**config.mk**
```make
export PLATFORM = sky130hd
export DESIGN_NAME = quadra_result_collector_flat
export DESIGN_NICKNAME = d
export VERILOG_FILES = /design/src/rtl/quadra_pkg.sv /design/src/rtl/quadra_result_collector_if.sv /design/src/rtl/quadra_sync_fifo.sv /design/src/rtl/quadra_result_collector.sv /design/src/flat_wrapper.sv
export SDC_FILE = /design/constraint.sdc
export NUM_CORES = 2
export LEC_CHECK = 0
export BUFFER_PORTS_ARGS = -buffer_cell sky130_fd_sc_hd__buf_2
export CAP_MARGIN = 10
export CORE_UTILIZATION = 60
export CTS_CLUSTER_SIZE = 24
export DETAILED_ROUTE_END_ITERATION = 8
export PLACE_DENSITY = 0.77
export SYNTH_ARGS = -nofsm -noshare
export SYNTH_HDL_FRONTEND = slang
export SYNTH_SLANG_ARGS = --single-unit
```
**constraint.sdc**
```tcl
create_clock -name clk -period 10 [get_ports clk]
set_clock_uncertainty 0.15 [all_clocks]
set_input_delay 2 -clock clk [delete_from_list [all_inputs] [get_ports clk]]
set_output_delay 2 -clock clk [all_outputs]
set_load 0.03 [all_outputs]
```
**src/rtl/quadra_pkg.sv**
```systemverilog
// rtl/quadra_pkg.sv - shared types and default sizes for the quadra result collector
package quadra_pkg;

    localparam int DEF_X_W        = 24;
    localparam int DEF_Y_W        = 44;
    localparam int DEF_TAGQ_DEPTH = 8;
    localparam int DEF_FIFO_DEPTH = 16;
    localparam int DEF_CNT_W      = 32;

    typedef logic [DEF_X_W-1:0] x_t;
    typedef logic [DEF_Y_W-1:0] y_t;
    typedef logic               dv_t;
    typedef logic               ck_t;
    typedef logic               rs_t;

    typedef struct packed {
        x_t x;
        y_t y;
    } pair_t;

endpackage

```
**src/rtl/quadra_result_collector_if.sv**
```systemverilog
// rtl/quadra_result_collector_if.sv - operand/result snoop, result drain and status bundle
interface quadra_result_collector_if #(
    parameter int X_W        = quadra_pkg::DEF_X_W,
    parameter int Y_W        = quadra_pkg::DEF_Y_W,
    parameter int FIFO_DEPTH = quadra_pkg::DEF_FIFO_DEPTH,
    parameter int CNT_W      = quadra_pkg::DEF_CNT_W
);
    logic [X_W-1:0]                x;
    logic                          x_dv;
    logic [Y_W-1:0]                y;
    logic                          y_dv;
    logic [X_W-1:0]                o_x;
    logic [Y_W-1:0]                o_y;
    logic                          o_vld;
    logic                          o_rdy;
    logic                          err_clr;
    logic [$clog2(FIFO_DEPTH):0]   level;
    logic [CNT_W-1:0]              pair_cnt;
    logic                          err_tagq;
    logic                          err_orph;
    logic                          err_ovf;

    modport master (
        output x, x_dv, y, y_dv, o_rdy, err_clr,
        input  o_x, o_y, o_vld, level, pair_cnt, err_tagq, err_orph, err_ovf
    );

    modport slave (
        input  x, x_dv, y, y_dv, o_rdy, err_clr,
        output o_x, o_y, o_vld, level, pair_cnt, err_tagq, err_orph, err_ovf
    );
endinterface

```
**src/rtl/quadra_sync_fifo.sv**
```systemverilog
// rtl/quadra_sync_fifo.sv - single-clock FIFO; push while full is taken only alongside a pop
module quadra_sync_fifo #(
    parameter int W     = 8,
    parameter int DEPTH = 4
) (
    input  logic                      clk,
    input  logic                      rst,
    input  logic                      push,
    input  logic [W-1:0]              push_data,
    input  logic                      pop,
    output logic [W-1:0]              head,
    output logic                      empty,
    output logic                      full,
    output logic [$clog2(DEPTH):0]    level
);
    localparam int AW = $clog2(DEPTH);

    logic [W-1:0] mem_q [DEPTH];
    logic [AW:0]  wr_ptr_q, wr_ptr_d;
    logic [AW:0]  rd_ptr_q, rd_ptr_d;
    logic         do_push, do_pop;

    assign empty   = (wr_ptr_q == rd_ptr_q);
    assign full    = (wr_ptr_q[AW] != rd_ptr_q[AW]) && (wr_ptr_q[AW-1:0] == rd_ptr_q[AW-1:0]);
    assign level   = wr_ptr_q - rd_ptr_q;
    assign head    = mem_q[rd_ptr_q[AW-1:0]];

    assign do_pop  = pop & ~empty;
    assign do_push = push & (~full | do_pop);

    always_comb begin
        wr_ptr_d = wr_ptr_q;
        rd_ptr_d = rd_ptr_q;
        if (do_push) wr_ptr_d = wr_ptr_q + (AW+1)'(1);
        if (do_pop)  rd_ptr_d = rd_ptr_q + (AW+1)'(1);
    end

    // Storage is cleared on reset so the head reads zero until the first push.
    always_ff @(posedge clk) begin
        if (rst) begin
            wr_ptr_q <= '0;
            rd_ptr_q <= '0;
            for (int i = 0; i < DEPTH; i++) mem_q[i] <= '0;
        end else begin
            wr_ptr_q <= wr_ptr_d;
            rd_ptr_q <= rd_ptr_d;
            if (do_push) mem_q[wr_ptr_q[AW-1:0]] <= push_data;
        end
    end
endmodule

```
**src/rtl/quadra_result_collector.sv**
```systemverilog
// rtl/quadra_result_collector.sv - pairs quadra results with their operands, buffers and drains them
module quadra_result_collector
    import quadra_pkg::*;
#(
    parameter int X_W        = DEF_X_W,
    parameter int Y_W        = DEF_Y_W,
    parameter int TAGQ_DEPTH = DEF_TAGQ_DEPTH,
    parameter int FIFO_DEPTH = DEF_FIFO_DEPTH,
    parameter int CNT_W      = DEF_CNT_W
) (
    input  logic                       clk,
    input  logic                       rst,
    quadra_result_collector_if.slave   bus
);
    localparam int PW = X_W + Y_W;

    logic [X_W-1:0]                   tag_head;
    logic                             tag_empty, tag_full;
    logic [$clog2(TAGQ_DEPTH):0]      unused_tag_level;
    logic [PW-1:0]                    res_head;
    logic                             res_empty, res_full;
    logic [$clog2(FIFO_DEPTH):0]      res_level;

    logic                             pair_vld, res_pop, res_accept;
    logic                             set_tagq, set_orph, set_ovf;
    logic                             err_tagq_q, err_tagq_d;
    logic                             err_orph_q, err_orph_d;
    logic                             err_ovf_q, err_ovf_d;
    logic [CNT_W-1:0]                 pair_cnt_q, pair_cnt_d;

    // A y always consumes its tag, even if the resulting pair is dropped on overflow.
    quadra_sync_fifo #(.W(X_W), .DEPTH(TAGQ_DEPTH)) u_tagq (
        .clk       (clk),
        .rst       (rst),
        .push      (bus.x_dv),
        .push_data (bus.x),
        .pop       (bus.y_dv),
        .head      (tag_head),
        .empty     (tag_empty),
        .full      (tag_full),
        .level     (unused_tag_level)
    );

    quadra_sync_fifo #(.W(PW), .DEPTH(FIFO_DEPTH)) u_resq (
        .clk       (clk),
        .rst       (rst),
        .push      (pair_vld),
        .push_data ({tag_head, bus.y}),
        .pop       (bus.o_rdy),
        .head      (res_head),
        .empty     (res_empty),
        .full      (res_full),
        .level     (res_level)
    );

    assign pair_vld   = bus.y_dv & ~tag_empty;
    assign res_pop    = ~res_empty & bus.o_rdy;
    assign res_accept = pair_vld & (~res_full | res_pop);

    assign set_tagq   = bus.x_dv & tag_full & ~bus.y_dv;
    assign set_orph   = bus.y_dv & tag_empty;
    assign set_ovf    = pair_vld & res_full & ~res_pop;

    always_comb begin
        err_tagq_d = set_tagq | (err_tagq_q & ~bus.err_clr);
        err_orph_d = set_orph | (err_orph_q & ~bus.err_clr);
        err_ovf_d  = set_ovf  | (err_ovf_q  & ~bus.err_clr);
        pair_cnt_d = pair_cnt_q;
        if (res_accept && (pair_cnt_q != '1)) pair_cnt_d = pair_cnt_q + CNT_W'(1);
    end

    always_ff @(posedge clk) begin
        if (rst) begin
            err_tagq_q <= 1'b0;
            err_orph_q <= 1'b0;
            err_ovf_q  <= 1'b0;
            pair_cnt_q <= '0;
        end else begin
            err_tagq_q <= err_tagq_d;
            err_orph_q <= err_orph_d;
            err_ovf_q  <= err_ovf_d;
            pair_cnt_q <= pair_cnt_d;
        end
    end

    assign bus.o_vld    = ~res_empty;
    assign bus.o_x      = res_head[PW-1:Y_W];
    assign bus.o_y      = res_head[Y_W-1:0];
    assign bus.level    = res_level;
    assign bus.pair_cnt = pair_cnt_q;
    assign bus.err_tagq = err_tagq_q;
    assign bus.err_orph = err_orph_q;
    assign bus.err_ovf  = err_ovf_q;
endmodule

```
**src/flat_wrapper.sv**
```systemverilog
// flat-port wrapper written by rule: the top's interface ports become plain ports
module quadra_result_collector_flat import quadra_pkg::*;
#(
    parameter int X_W        = DEF_X_W,
    parameter int Y_W        = DEF_Y_W,
    parameter int TAGQ_DEPTH = DEF_TAGQ_DEPTH,
    parameter int FIFO_DEPTH = DEF_FIFO_DEPTH,
    parameter int CNT_W      = DEF_CNT_W
)
  (clk, rst, bus_x, bus_x_dv, bus_y, bus_y_dv, bus_o_rdy, bus_err_clr, bus_o_x, bus_o_y, bus_o_vld, bus_level, bus_pair_cnt, bus_err_tagq, bus_err_orph, bus_err_ovf);
  quadra_result_collector_if #(.X_W(X_W), .Y_W(Y_W), .FIFO_DEPTH(FIFO_DEPTH), .CNT_W(CNT_W)) bus_i ();
  input  logic clk;
  input  logic rst;
  input wire logic [$bits(bus_i.x)-1:0] bus_x;
  input wire logic [$bits(bus_i.x_dv)-1:0] bus_x_dv;
  input wire logic [$bits(bus_i.y)-1:0] bus_y;
  input wire logic [$bits(bus_i.y_dv)-1:0] bus_y_dv;
  input wire logic [$bits(bus_i.o_rdy)-1:0] bus_o_rdy;
  input wire logic [$bits(bus_i.err_clr)-1:0] bus_err_clr;
  output wire logic [$bits(bus_i.o_x)-1:0] bus_o_x;
  output wire logic [$bits(bus_i.o_y)-1:0] bus_o_y;
  output wire logic [$bits(bus_i.o_vld)-1:0] bus_o_vld;
  output wire logic [$bits(bus_i.level)-1:0] bus_level;
  output wire logic [$bits(bus_i.pair_cnt)-1:0] bus_pair_cnt;
  output wire logic [$bits(bus_i.err_tagq)-1:0] bus_err_tagq;
  output wire logic [$bits(bus_i.err_orph)-1:0] bus_err_orph;
  output wire logic [$bits(bus_i.err_ovf)-1:0] bus_err_ovf;
  assign bus_i.x = bus_x;
  assign bus_i.x_dv = bus_x_dv;
  assign bus_i.y = bus_y;
  assign bus_i.y_dv = bus_y_dv;
  assign bus_i.o_rdy = bus_o_rdy;
  assign bus_i.err_clr = bus_err_clr;
  assign bus_o_x = bus_i.o_x;
  assign bus_o_y = bus_i.o_y;
  assign bus_o_vld = bus_i.o_vld;
  assign bus_level = bus_i.level;
  assign bus_pair_cnt = bus_i.pair_cnt;
  assign bus_err_tagq = bus_i.err_tagq;
  assign bus_err_orph = bus_i.err_orph;
  assign bus_err_ovf = bus_i.err_ovf;
  quadra_result_collector #(.X_W(X_W), .Y_W(Y_W), .TAGQ_DEPTH(TAGQ_DEPTH), .FIFO_DEPTH(FIFO_DEPTH), .CNT_W(CNT_W)) u_core (.clk(clk), .rst(rst), .bus(bus_i));
endmodule
```
==> out/results.ini <==
[outcome]
status=finished, final reports clean

[power]
switching_share_pct=26.8
ir_drop_v=0.000168
power_switching_uw=3740
pwr-share-clk_pct=34.5
p_leak_uw=0.0245
cell_internal_pwr_uw=10200
powerDensity_mw_per_mm2=214
power.total_uw=13900
p_comb_share_pct=18.6
seq_power_share_pct=47.0

[route]
drtPass1Iterations=7
via_per_inst=6.45
ant_nets=0
route.detailed.drc=0
num_vias=33000
wl_mm=137
drt-wirelength-per-cell_um=26.8
drt-initial-drc-count=3483

[synthesis]
yosysSeqAreaShare_pct=67.0
synthDistinctLibCells=51
syn_area_per_cell_um2=15.9
postSynthCellCount=3711
synth-simple-area-share_pct=14.0
yosysTopAreaCell=edfxtp_1
synth_seq_cells=1340
syn_area_mm2=0.0592
synthAdderAreaFrac_pct=0.288
synth_nets=3798
synth.area.mux_share_pct=15.2
synth-xor-area-share_pct=0.753
synth.area.top_cells=edfxtp_1 65%, mux4_2 15%, and3_1 5.6%, and2_1 3.9%, nor2_1 2.8%
ys.flop_type=edfxtp_1
async_reset_ff_share_pct=0
yosysWarnings=0
synth_top_family_by_area=multiplexers
synth_edf_count=1280
synth_compound_area_share_pct=0.292
synthDominantCellAreaShare_pct=65.0

[floorplanning]
initial_utilization_pct=60.9
num_rows=114
io_pins=183
die_area_mm2=0.0999
die_h_um=316
die_w_um=316
coreArea_mm2=0.0971

[worst_hold_path]
hp-class=register to register

[sta]
maxSlewHeadroom_pct=18.4
worst_pin_slew_ps=1220
fin_setup_tns_ps=0
fin_crit_ps=5890
rsz0062_at_grt=no
slew_viol_final=0
setup_viol=0
clock.fmax_ghz=0.170
finalCritPeriodShare_pct=58.9
finalHoldViolations=0

[cts]
numCtsBuffers=138
cts_setup_buffers=0
post_cts_resized=0
clockRootBuffer=clkbuf_16
cts.sinks=1340
clk_latency_ps=740
cts_tree=yes
htreeDepth=4
clk_pin_slew_ps=50
cts_buffer_depth=3
cts_hold_buf=0

[critical_path]
critPathLaunchType=register
path_max_fanout=101
worstPathRequired_ps=7850
crit_arrival_ps=3740
end_kind=output pin
worst-setup-path-type=register to output pin

[place]
port_buffers=182
dp.cells=4879
dp_hpwl_mm=76.7
gp_congestion=0.819
place_area_mm2=0.0610

[global_route]
antenna_found_initial=3
grt_overflow=0
grt_usage_pct=27.9
grt_start_max_net_pins=126
grt_pass1_wl_mm=206
first_global_vias=33800

[final_layout]
post-route-util_pct=67.1
n_fill_cell=6382
final_area_mm2=0.0651
layout.cells.non_filler=5120
drive_gt1_share_pct=22.8
fin_nets=3831
syn2layout_area_growth_pct=10.1

[run]
cap_viol_max_count=0

-- cells in the final DEF (no fill, tap or decap), types with 4 or more instances in the layout --
master / count
a21oi_1: 10
and2_1: 369
and2_2: 4
and3_1: 532
and4_1: 4
buf_2: 181
buf_4: 67
clkbuf_1: 28
clkbuf_16: 143
clkbuf_8: 4
clkinv_1: 33
clkinv_2: 13
dfxtp_1: 54
dfxtp_4: 5
diode_2: 5
edfxtp_1: 1280
ha_1: 12
inv_1: 11
mux2i_1: 17
mux2i_2: 8
mux4_2: 388
nand2_1: 39
nand2b_4: 12
nand3_1: 20
nand4_1: 13
nor2_1: 447
nor2b_4: 4
nor3_1: 9
nor4_1: 5
nor4b_1: 4
o21ai_0: 4
or2_2: 8
or2_4: 4
or3_1: 8
xnor2_1: 25
xor2_1: 24
-- synthesized netlist by cell type, types with 3 or more instances --
cell type,number
and4_1,4
nand2b_1,15
or2_2,12
nand4_1,13
nor3_2,4
o21ai_0,4
nor4_1,5
edfxtp_1,1280
nor2b_1,4
nor3_1,9
nor2_1,447
nor4b_1,4
dfxtp_1,60
buf_4,3
mux2i_1,25
clkbuf_1,276
buf_2,39
ha_1,12
xor2_1,24
clkbuf_2,25
a21oi_1,10
and2_1,371
nand3_1,20
or3_1,8
inv_1,11
xnor2_1,25
mux4_2,388
and3_1,532
nand2_1,39
buf_1,14
-- metrics by stage --
step / setup WS, ps / hold slack [ps]
after floorplan: 4870 / 341
after global placement: 3720 / 323
after detailed placement: 3660 / 348
after CTS: 4010 / 361
after global routing: 3910 / 398
final: 4110 / 354
-- flip-flops by register name, indices dropped and copies added, names as in the netlist, 4 cells and up, named ones only --
name	flops
u_core.u_tagq.wr_ptr_q	4
u_core.u_tagq.mem_q	192
u_core.bus.pair_cnt	32
u_core.u_tagq.rd_ptr_q	4
u_core.u_resq.wr_ptr_q	5
u_core.u_resq.mem_q	1088
u_core.u_resq.rd_ptr_q	5
-- cell type report --
| cell class | count | area (µm²) | area share, % |
|---|---|---|---|
| inverter | 11 | 41.3 | 0.0634 |
| multi-input combinational | 2001 | 18200 | 28.0 |
| sequential | 1340 | 39700 | 60.9 |
| clock inverter | 58 | 389 | 0.597 |
| tap | 1276 | 1600 | 2.45 |
| clock buffer | 177 | 3750 | 5.76 |
| timing repair buffer | 252 | 1480 | 2.27 |
| antenna | 5 | 12.5 | 0.0192 |
-- kinds of logic (layout without fill, tap and decap cells) --
group           Yosys count  in the layout
mux                     413            413
fa+ha+maj                13             13
compound gates           23             23
flops                  1340           1340
simple gates           1502           1502
xor+xnor                 50             50
buf+inv                 370            498
other cells               0              5
-- layer usage --
metal / GRT usage [%] / vias to the layer above / routed length [µm]
met4: 10.5 / 0 / 4130
met5: 0 / - / 0
li1: - / 14200 / -
met1: 36.9 / 17000 / 52600
met2: 46.9 / 1500 / 70100
met3: 4.58 / 286 / 10100
-- critical path, cell delays in order, from the launching register on --
cell and delay [ps]:
dfxtp_4 820, buf_12 620, mux4_2 660, mux4_2 500, buf_2 200
-- path summary, 6_finish.rpt --
kind / slack, ps / from / end / cells past startpoint
max: 4110 / register / bus_o_y[20] / 4
min reg2reg: 350 / u_core.bus.err_ovf / u_core.bus.err_ovf / 2
max reg2reg: 4840 / u_core.u_resq.wr_ptr_q[2] / u_core.u_resq.mem_q[7][6] / 9
min: 350 / u_core.bus.err_ovf / u_core.bus.err_ovf / 2
-- power groups by stage --
stage / registers (µW) / clock network [µW] / logic, µW
finish: 6550 / 4810 / 2590
global route: 6580 / 5040 / 2740
CTS: 6550 / 4830 / 2620
detailed placement: 6670 / 0 / 2610
global placement: 6650 / 0 / 2590
floorplan: 6560 / 0 / 1920
Power figures use the tool's default switching activity.
